[config.mk]
export PLATFORM = sky130hd
export DESIGN_NAME = data_mem_arbiter
export DESIGN_NICKNAME = d
export VERILOG_FILES = /design/src/rtl/data_mem_arbiter.sv
export SDC_FILE = /design/constraint.sdc
export NUM_CORES = 1
export LEC_CHECK = 0
export CAP_MARGIN = 10
export CORE_MARGIN = 1.5
export CORE_UTILIZATION = 37
export CTS_CLUSTER_SIZE = 24
export DETAILED_ROUTE_END_ITERATION = 10
export PLACE_DENSITY = 0.82
export SYNTH_ARGS = -nofsm -noshare
export SYNTH_HDL_FRONTEND = slang
export SYNTH_SLANG_ARGS = --single-unit
[constraint.sdc]
create_clock -name clk -period 3.7 [get_ports clk]
set_input_delay 0.555 -clock clk [delete_from_list [all_inputs] [get_ports clk]]
set_output_delay 0.555 -clock clk [all_outputs]
set_load 0.01 [all_outputs]
[src/rtl/data_mem_arbiter.sv]
// Two-port arbiter in front of a single-ported 8-word data memory: pipeline port A
// has default priority, debug/DMA port B gets starvation promotion and locked bursts.
module data_mem_arbiter #(
  parameter int STARVE_LIMIT = 4,
  parameter int BURST_MAX    = 8
) (
  input  logic        clk,
  input  logic        rst_n,
  input  logic        a_req,
  input  logic        a_we,
  input  logic [2:0]  a_addr,
  input  logic [31:0] a_wdata,
  output logic        a_gnt,
  output logic        a_rvalid,
  output logic [31:0] a_rdata,
  input  logic        b_req,
  input  logic        b_we,
  input  logic        b_lock,
  input  logic [2:0]  b_addr,
  input  logic [31:0] b_wdata,
  output logic        b_gnt,
  output logic        b_rvalid,
  output logic [31:0] b_rdata,
  output logic [2:0]  mem_read_addr,
  output logic [2:0]  mem_write_addr,
  output logic [31:0] mem_write_data,
  output logic        mem_read_enable,
  output logic        mem_write_enable,
  input  logic [31:0] mem_read_data,
  output logic [1:0]  fsm_state
);

  // Handshake: a requester holds req/we/addr/wdata stable until it sees gnt in the
  // same cycle; the access happens in that cycle and a read returns rvalid/rdata
  // exactly one cycle later. Ungranted requests are never latched.

  typedef enum logic [1:0] {
    IDLE  = 2'd0,
    OWN_A = 2'd1,
    OWN_B = 2'd2
  } state_t;

  localparam int SW = $clog2(STARVE_LIMIT + 1);
  localparam int BW = $clog2(BURST_MAX + 1);
  localparam logic [SW-1:0] STARVE_TOP = SW'(STARVE_LIMIT);
  localparam logic [BW-1:0] BURST_TOP  = BW'(BURST_MAX);

  state_t        state;
  logic [SW-1:0] starve_cnt;
  logic [BW-1:0] burst_cnt;
  logic          b_resume;
  logic          pick_a;
  logic          pick_b;

  // b_resume gives B the cycle right after the A grant that ended its burst.
  always_comb begin
    pick_a = 1'b0;
    pick_b = 1'b0;
    if (a_req && burst_cnt == BURST_TOP)
      pick_a = 1'b1;
    else if (state == OWN_B && b_lock && b_req && burst_cnt < BURST_TOP)
      pick_b = 1'b1;
    else if (b_req && (b_resume || starve_cnt == STARVE_TOP))
      pick_b = 1'b1;
    else if (a_req)
      pick_a = 1'b1;
    else if (b_req)
      pick_b = 1'b1;
  end

  // Gating with rst_n drops grants and enables the moment reset asserts.
  assign a_gnt = rst_n & pick_a;
  assign b_gnt = rst_n & pick_b;

  always_comb begin
    mem_read_addr    = 3'd0;
    mem_write_addr   = 3'd0;
    mem_write_data   = 32'd0;
    mem_read_enable  = 1'b0;
    mem_write_enable = 1'b0;
    if (a_gnt) begin
      mem_read_addr    = a_addr;
      mem_write_addr   = a_addr;
      mem_write_data   = a_wdata;
      mem_read_enable  = ~a_we;
      mem_write_enable = a_we;
    end else if (b_gnt) begin
      mem_read_addr    = b_addr;
      mem_write_addr   = b_addr;
      mem_write_data   = b_wdata;
      mem_read_enable  = ~b_we;
      mem_write_enable = b_we;
    end
  end

  assign fsm_state = state;

  always_ff @(posedge clk or negedge rst_n) begin
    if (!rst_n) begin
      state      <= IDLE;
      starve_cnt <= '0;
      burst_cnt  <= '0;
      b_resume   <= 1'b0;
      a_rvalid   <= 1'b0;
      b_rvalid   <= 1'b0;
      a_rdata    <= 32'd0;
      b_rdata    <= 32'd0;
    end else begin
      if (a_gnt)      state <= OWN_A;
      else if (b_gnt) state <= OWN_B;
      else            state <= IDLE;

      if (b_gnt || !b_req)
        starve_cnt <= '0;
      else if (starve_cnt != STARVE_TOP)
        starve_cnt <= starve_cnt + 1'b1;

      if (!b_gnt)
        burst_cnt <= '0;
      else if (burst_cnt != BURST_TOP)
        burst_cnt <= burst_cnt + 1'b1;

      b_resume <= a_gnt && (burst_cnt == BURST_TOP);

      a_rvalid <= a_gnt & ~a_we;
      b_rvalid <= b_gnt & ~b_we;
      if (a_gnt && !a_we) a_rdata <= mem_read_data;
      if (b_gnt && !b_we) b_rdata <= mem_read_data;
    end
  end

endmodule

==> results by group, run 1 <==
Outcome
  – Status: complete, no violations

Power
  – Pwr dens: 457.0 nW/µm²
  – Peak supply drop: 0.2970 mV
  – Cell leakage power: 2.438 nW
  – Pwr Total: 2.704 mW

Clocking
  – H-Tree Depth: 3
  – Post-CTS setup buffer count: 0
  – CTS sink cnt: 76
  – CTS tree: yes
  – Hold-fix buffers, CTS: 0
  – CTS buffer count: 9
  – Root Buffer Master: clkbuf_8
  – CTS Buffer Depth: 2
  – # resized after CTS: 0
  – Worst-Skew Late Latency: 0.34 ns
  – Worst-path clk slew: 0.09 ns

Logic synthesis
  – Post-synthesis cell type count: 32
  – Synth warn: 0
  – Cells after Synth: 239
  – Seq/Total Area, Yosys: 55.74%
  – Cell taking the most area after synthesis: dfrtp_1
  – Mean post-synth cell area: 14.28 µm²
  – Synth area leaders: dfrtp_1 (56%), mux2_2 (20%), a22o_1 (9.2%)
  – Synth Register Bits: 76
  – Mapped Nets: 352
  – Share of the synthesized area in the top cell type: 55.74%
  – Netlist Area Pre-Place: 3412 µm²

Cells and area
  – Fillers: 688
  – Area of the multi-input gates: 1363 µm²
  – Commonest cells after routing, fill and taps aside: clkdlybuf4s50_1 (217), dfrtp_1 (76), mux2_2 (62)
  – Register Area: 1902 µm²
  – Nets: 571
  – Layout cells sized above 1: 19.87%
  – Area Overhead vs Synth: 73.41%
  – Most common cell after layout, fill and taps aside: clkdlybuf4s50_1
  – Antenna Cells: 0

Worst setup path
  – Slowest cell on the critical path: clkdlybuf4s50_1
  – Crit-path most repeated cell: clkdlybuf4s50_1
  – Crit path required time: 3.14 ns
  – CP endpoint kind: output pin
  – CP max FO: 37
  – Crit Path Category: input pin to output pin
  – Worst path max stage delay: 0.60 ns
  – Startpoint Class: input pin
  – Crit-path cells: clkdlybuf4s50_1 > nor4bb_4 > o311ai_4 > inv_2 > buf_12 > a22o_1 > clkdlybuf4s50_1
  – CP Data Arrival Time: 2.80 ns

Drt
  – DR WL/cell: 18.51 µm
  – First DRT Iteration DRCs: 109
  – Drc violations: 0
  – Total wire length: 10.57 mm
  – Vias/cell: 4.979
  – Drt pass-1 iters: 4
  – DR vias: 2843
  – Post-DRT Antenna Nets: 0

Floorplanning
  – Rows: 34
  – Initial core utilization: 38.56%
  – Die ar.: 9807 µm²
  – Ports: 219
  – Std-Cell Core Area: 8848 µm²
  – Die Y: 99.03 µm
  – Die width: 99.03 µm

Worst hold path
  – Min-Delay Path Class: input pin to asynchronous set/reset pin

STA
  – Final hold vios: 0
  – Endpoints failing setup: 0
  – Worst slew pin tran: 0.7042 ns
  – Tmin final: 3.358 ns
  – Final period util: 90.75%
  – RSZ-0062 raised after global routing: false
  – Fmax: 297.8 MHz
  – Setup_tns: 0 ns
  – Pins Over Slew Limit: 0
  – Max_slew headroom: 53.05%
  – Clk_skew: 0.01413 ns
  – Hold slack final: 0.09734 ns

GRT
  – Vias in the first global route: 3067
  – Overflow after GRT: 0
  – Pin count of the biggest net entering global routing: 58
  – First-pass GRT wire length: 16.36 mm
  – Initial antenna violation count: 0
  – GR Util All Layers: 21.60%

Placed design
  – Final GP Congestion: 0.7855
  – DP Wirelength: 8.046 mm
  – Count of input and output buffers: 218

Run
  – Max cap viols: 0
worst max-delay path, delay by kind of cell:
kind,cells,cell delay (ns)
simple gates,1,0.46
compound gates,2,0.40
buf+inv,4,1.38
report_power, final:
group / switching (mW) / total [mW] / internal (mW)
Combinational: 0.305 / 0.863 / 0.558
Sequential: 0.0825 / 1.07 / 0.989
Clock: 0.316 / 0.769 / 0.453
Total: 0.704 / 2.70 / 2.00
logic make-up after synthesis:
kind of cell    after synthesis  share of synthesized area (%)
fa+ha+maj                     4                          1.467
buf+inv                      23                          4.327
flops                        76                          55.74
xor+xnor                      4                          1.027
mux                          65                          21.42
compound gates               42                          11.37
simple gates                 25                          4.658
metal layers:
| metal | vias up | GRT usage, % | wire length [µm] |
|---|---|---|---|
| met5 | - | 0 | 0 |
| met4 | 0 | 5.055 | 124 |
| met3 | 12 | 7.872 | 763 |
| met2 | 98 | 36.02 | 5340 |
| met1 | 1425 | 26.82 | 4343 |
| li1 | 1308 | - | - |
path summary, 6_finish.rpt:
| check | startpoint | end | slack, ns | depth (start not counted) |
|---|---|---|---|---|
| max | b_lock | mem_write_data[6] | 0.34 | 7 |
| min in group clk | a_rdata[3] | a_rdata[3] | 0.51 | 1 |
| min | rst_n | fsm_state[1] | 0.1 | 1 |
| max reg2reg | starve_cnt[0] | a_rdata[30] | 1.42 | 7 |
| max in group asynchronous | rst_n | a_rdata[3] | 2.59 | 2 |
| min reg2reg | a_rdata[3] | a_rdata[3] | 0.51 | 1 |
synthesized netlist by cell type, drive strengths merged:
library cell,n
nand3,2
a21o,1
nand2,2
nor3,3
mux2i,1
mux2,64
o21ai,1
o311ai,1
and2,2
nand3b,1
o311a,1
nand4b,1
buf,15
nor4bb,1
xor2,2
a22o,36
ha,4
a21oi,1
nor2,12
or2,1
xnor2,2
dfrtp,76
o31ai,1
inv,8
final cells by class:
type	count	area share (%)
flip-flops and latches	76	32.14
repair buffers	223	37.89
inverters	8	0.5075
well taps	108	2.284
clock buffers	9	2.093
clock inverters	7	2.051
multi-input cells	140	23.03
sequential cells by signal, indices dropped and copies added, names as in the netlist:
register / count
a_rdata: 32
a_rvalid: 1
b_rdata: 32
b_resume: 1
b_rvalid: 1
burst_cnt: 4
fsm_state: 2
starve_cnt: 3
per-stage QoR:
stage / cells / setup WS [ns] / utilization, % / instance area (µm²)
CTS: 571 / 0.3462 / 66.87 / 5917
finish: 571 / 0.3421 / 66.87 / 5917
detailed placement: 555 / 0.3648 / 64.10 / 5672
global route: 571 / 0.2564 / 66.87 / 5917
floorplan: 239 / 1.186 / - / 3412
global placement: 555 / 0.4091 / 64.10 / 5672
Power figures use the tool's default switching activity.
==> run 2, diff against run 1 <==
--- a/config.mk
+++ b/config.mk
@@ -7,10 +7,11 @@
 export LEC_CHECK = 0
 export CAP_MARGIN = 10
 export CORE_MARGIN = 1.5
-export CORE_UTILIZATION = 37
+export CORE_UTILIZATION = 39
+export CTS_CLUSTER_DIAMETER = 30
 export CTS_CLUSTER_SIZE = 24
 export DETAILED_ROUTE_END_ITERATION = 10
-export PLACE_DENSITY = 0.82
+export PLACE_DENSITY = 0.85
 export SYNTH_ARGS = -nofsm -noshare
 export SYNTH_HDL_FRONTEND = slang
 export SYNTH_SLANG_ARGS = --single-unit
==> run 2 against run 1 <==
Compared with the run above: utilization increased by 3.6 points; clock skew fell by 0.0035 ns; largest cell class unchanged; non-clock buffer count rose by 3; via count shrank 0.67%; combinational power is essentially flat; cell count increased by 0.18%; die area shrank 5.0%; wire length rose by 7.8%.
==> results by group, run 2 (same netlist as run 1, synthesis figures left out) <==
Outcome
  – Status: complete, no violations

Drt
  – Post-DRT Antenna Nets: 0 (unchanged)
  – Drt pass-1 iters: 4 (unchanged)
  – DR vias: 2824 (-0.67%)
  – Vias/cell: 4.937 (-0.84%)
  – Drc violations: 0 (unchanged)
  – First DRT Iteration DRCs: 78 (-28%)
  – DR WL/cell: 19.93 µm (+7.7%)
  – Total wire length: 11.40 mm (+7.8%)

GRT
  – Global routing usage on met2: 41.08% (+5.1 points)
  – Met1 usage: 29.08% (+2.3 points)
  – Initial antenna violation count: 1 (+1)
  – GR Util All Layers: 24.35% (+2.7 points)
  – First-pass GRT wire length: 16.17 mm (-1.2%)
  – Met3 Resource Use GR: 8.764% (+0.89 points)
  – Pin count of the biggest net entering global routing: 58 (unchanged)
  – Overflow after GRT: 0 (unchanged)
  – Vias in the first global route: 2968 (-3.2%)
  – Busiest grt layer: met2

Clocking
  – Post-CTS setup buffer count: 0 (unchanged)
  – Worst-path clk slew: 0.08 ns (about the same)
  – CTS sink cnt: 76 (unchanged)
  – CTS buffer count: 9 (unchanged)
  – # resized after CTS: 0 (unchanged)
  – H-Tree Depth: 3 (unchanged)
  – CTS Buffer Depth: 2 (unchanged)
  – Worst-Skew Late Latency: 0.35 ns (about the same)
  – Hold-fix buffers, CTS: 0 (unchanged)
  – Root Buffer Master: clkbuf_8
  – CTS tree: yes

Power
  – Switching Share: 27.28% (+1.2 points)
  – Sequential Power Share: 41.4% (+1.8 points)
  – Pwr dens: 439.9 nW/µm² (-3.7%)
  – Pwr Total: 2.585 mW (-4.4%)
  – Cell leakage power: 2.422 nW (-0.66%)
  – Psw: 705.2 µW (+0.14%)
  – Internal power: 1.880 mW (-6.0%)
  – Peak supply drop: 0.3523 mV (+19%)
  – Power share of the clock group: 25.2% (-3.3 points)
  – Gate power share: 33.4% (+1.5 points)

Worst setup path
  – Worst-case reg-to-reg path depth: 7 (unchanged)
  – Crit Path Category: input pin to output pin
  – Flop2flop setup slack: 1.42 ns (about the same)
  – Terminus of the critical flop-to-flop path: a_rdata[17]
  – RR Startpoint: starve_cnt[0]
  – CP max FO: 14 (-62%)
  – CP endpoint kind: output pin
  – Startpoint Class: input pin
  – Crit path required time: 3.14 ns (about the same)
  – CP Data Arrival Time: 2.93 ns (+0.13 ns)

Cells and area
  – Area Overhead vs Synth: 72.24%
  – Layout cells sized above 1: 20.39% (+0.52 points)
  – Top Registers: a_rdata (32), b_rdata (32), burst_cnt (4)
  – Commonest cells after routing, fill and taps aside: clkdlybuf4s50_1 (217), dfrtp_1 (76), mux2_2 (62)
  – Most common cell after layout, fill and taps aside: clkdlybuf4s50_1
  – Nets: 574 (+0.53%)

Floorplanning
  – Std-Cell Core Area: 8341 µm² (-5.7%)
  – Rows: 33 (-2.9%)
  – Initial core utilization: 40.91% (+2.3 points)
  – Die ar.: 9319 µm² (-5.0%)
  – Die width: 96.54 µm (-2.5%)
  – Ports: 219 (unchanged)
  – Die Y: 96.54 µm (-2.5%)

STA
  – Endpoints failing setup: 0 (unchanged)
  – Max_slew headroom: 53.30% (+0.25 points)
  – Clk_skew: 0.01064 ns (-0.003490 ns)
  – Fmax: 286.7 MHz (-3.7%)
  – Final period util: 94.27% (+3.5 points)
  – Final hold vios: 0 (unchanged)
  – Pins Over Slew Limit: 0 (unchanged)
  – Worst slew pin tran: 0.7004 ns (-0.003762 ns)
  – RSZ-0062 raised after global routing: false
  – Setup_tns: 0 ns (unchanged)
  – Tmin final: 3.488 ns (+0.1301 ns)

Worst hold path
  – Min-Delay Path Class: input pin to asynchronous set/reset pin

Placed design
  – Count of input and output buffers: 218 (unchanged)
  – DP Wirelength: 9.224 mm (+15%)
  – Final GP Congestion: 0.8347 (+6.3%)

Run
  – Max cap viols: 0 (unchanged)
## run 2: cell count changes in the layout (fill, tap and decap cells not counted), sizes merged
cell / change
buf: +3
bufinv: -2
clkinvlp: +2
clkbuf: +1
diode: +1
inv: -1
## run 2: worst max path at each step
stage	startpoint	to	slack [ns]	cells past startpoint
CTS	b_lock	mem_write_data[9]	0.23	7
detailed placement	b_lock	mem_write_data[9]	0.24	7
global placement	b_lock	mem_write_data[9]	0.31	7
global route	b_lock	mem_write_data[9]	0.10	7
finish	b_lock	mem_write_data[21]	0.21	7
floorplan	starve_cnt[0]	mem_write_addr[0]	1.19	8
## run 2: final cells by class
cell class | instances | area, µm²
Clock buffer | 10 | 137.6
Sequential cell | 76 | 1902
Antenna cell | 1 | 2.502
Inverter | 8 | 30.03
Fill cell | 598 | 2464
Clock inverter | 6 | 71.32
Timing Repair Buffer | 226 | 2240
Tap cell | 105 | 131.4
Multi-Input combinational cell | 140 | 1363
## run 2: routing by layer
metal	part of all wire (%)	up-vias
met4	1.3	0
met1	38	1396
met5	0	-
met2	53	99
li1	-	1313
met3	7.3	16
## run 2: worst max-delay path, cell delays in order
cell and delay [ns]:
clkdlybuf4s50_1 0.46, nor4bb_4 0.44, o311ai_4 0.21, inv_2 0.26
buf_4 0.24, a22o_1 0.19, clkdlybuf4s50_1 0.58
## run 2: per-stage QoR
step                hold WS [ns]  cells  area (µm²)  setup WS [ns]  util (%)
finish                   0.08896    572        5877         0.2120     70.46
global route             0.07719    572        5877         0.1004     70.46
CTS                      0.07648    571        5874         0.2331     70.43
detailed placement        0.4658    555        5665         0.2389     67.93
global placement          0.4574    555        5665         0.3142     67.93
floorplan                 0.2594    239        3412          1.186         -
## run 2: power by group through the flow
stage               combinational, mW  sequential [mW]  clock [mW]
finish                          0.864             1.07       0.650
global route                    0.919             1.09       0.705
CTS                             0.875             1.07       0.667
detailed placement              0.871             1.09           0
global placement                0.854             1.08           0
floorplan                       0.226             1.16           0
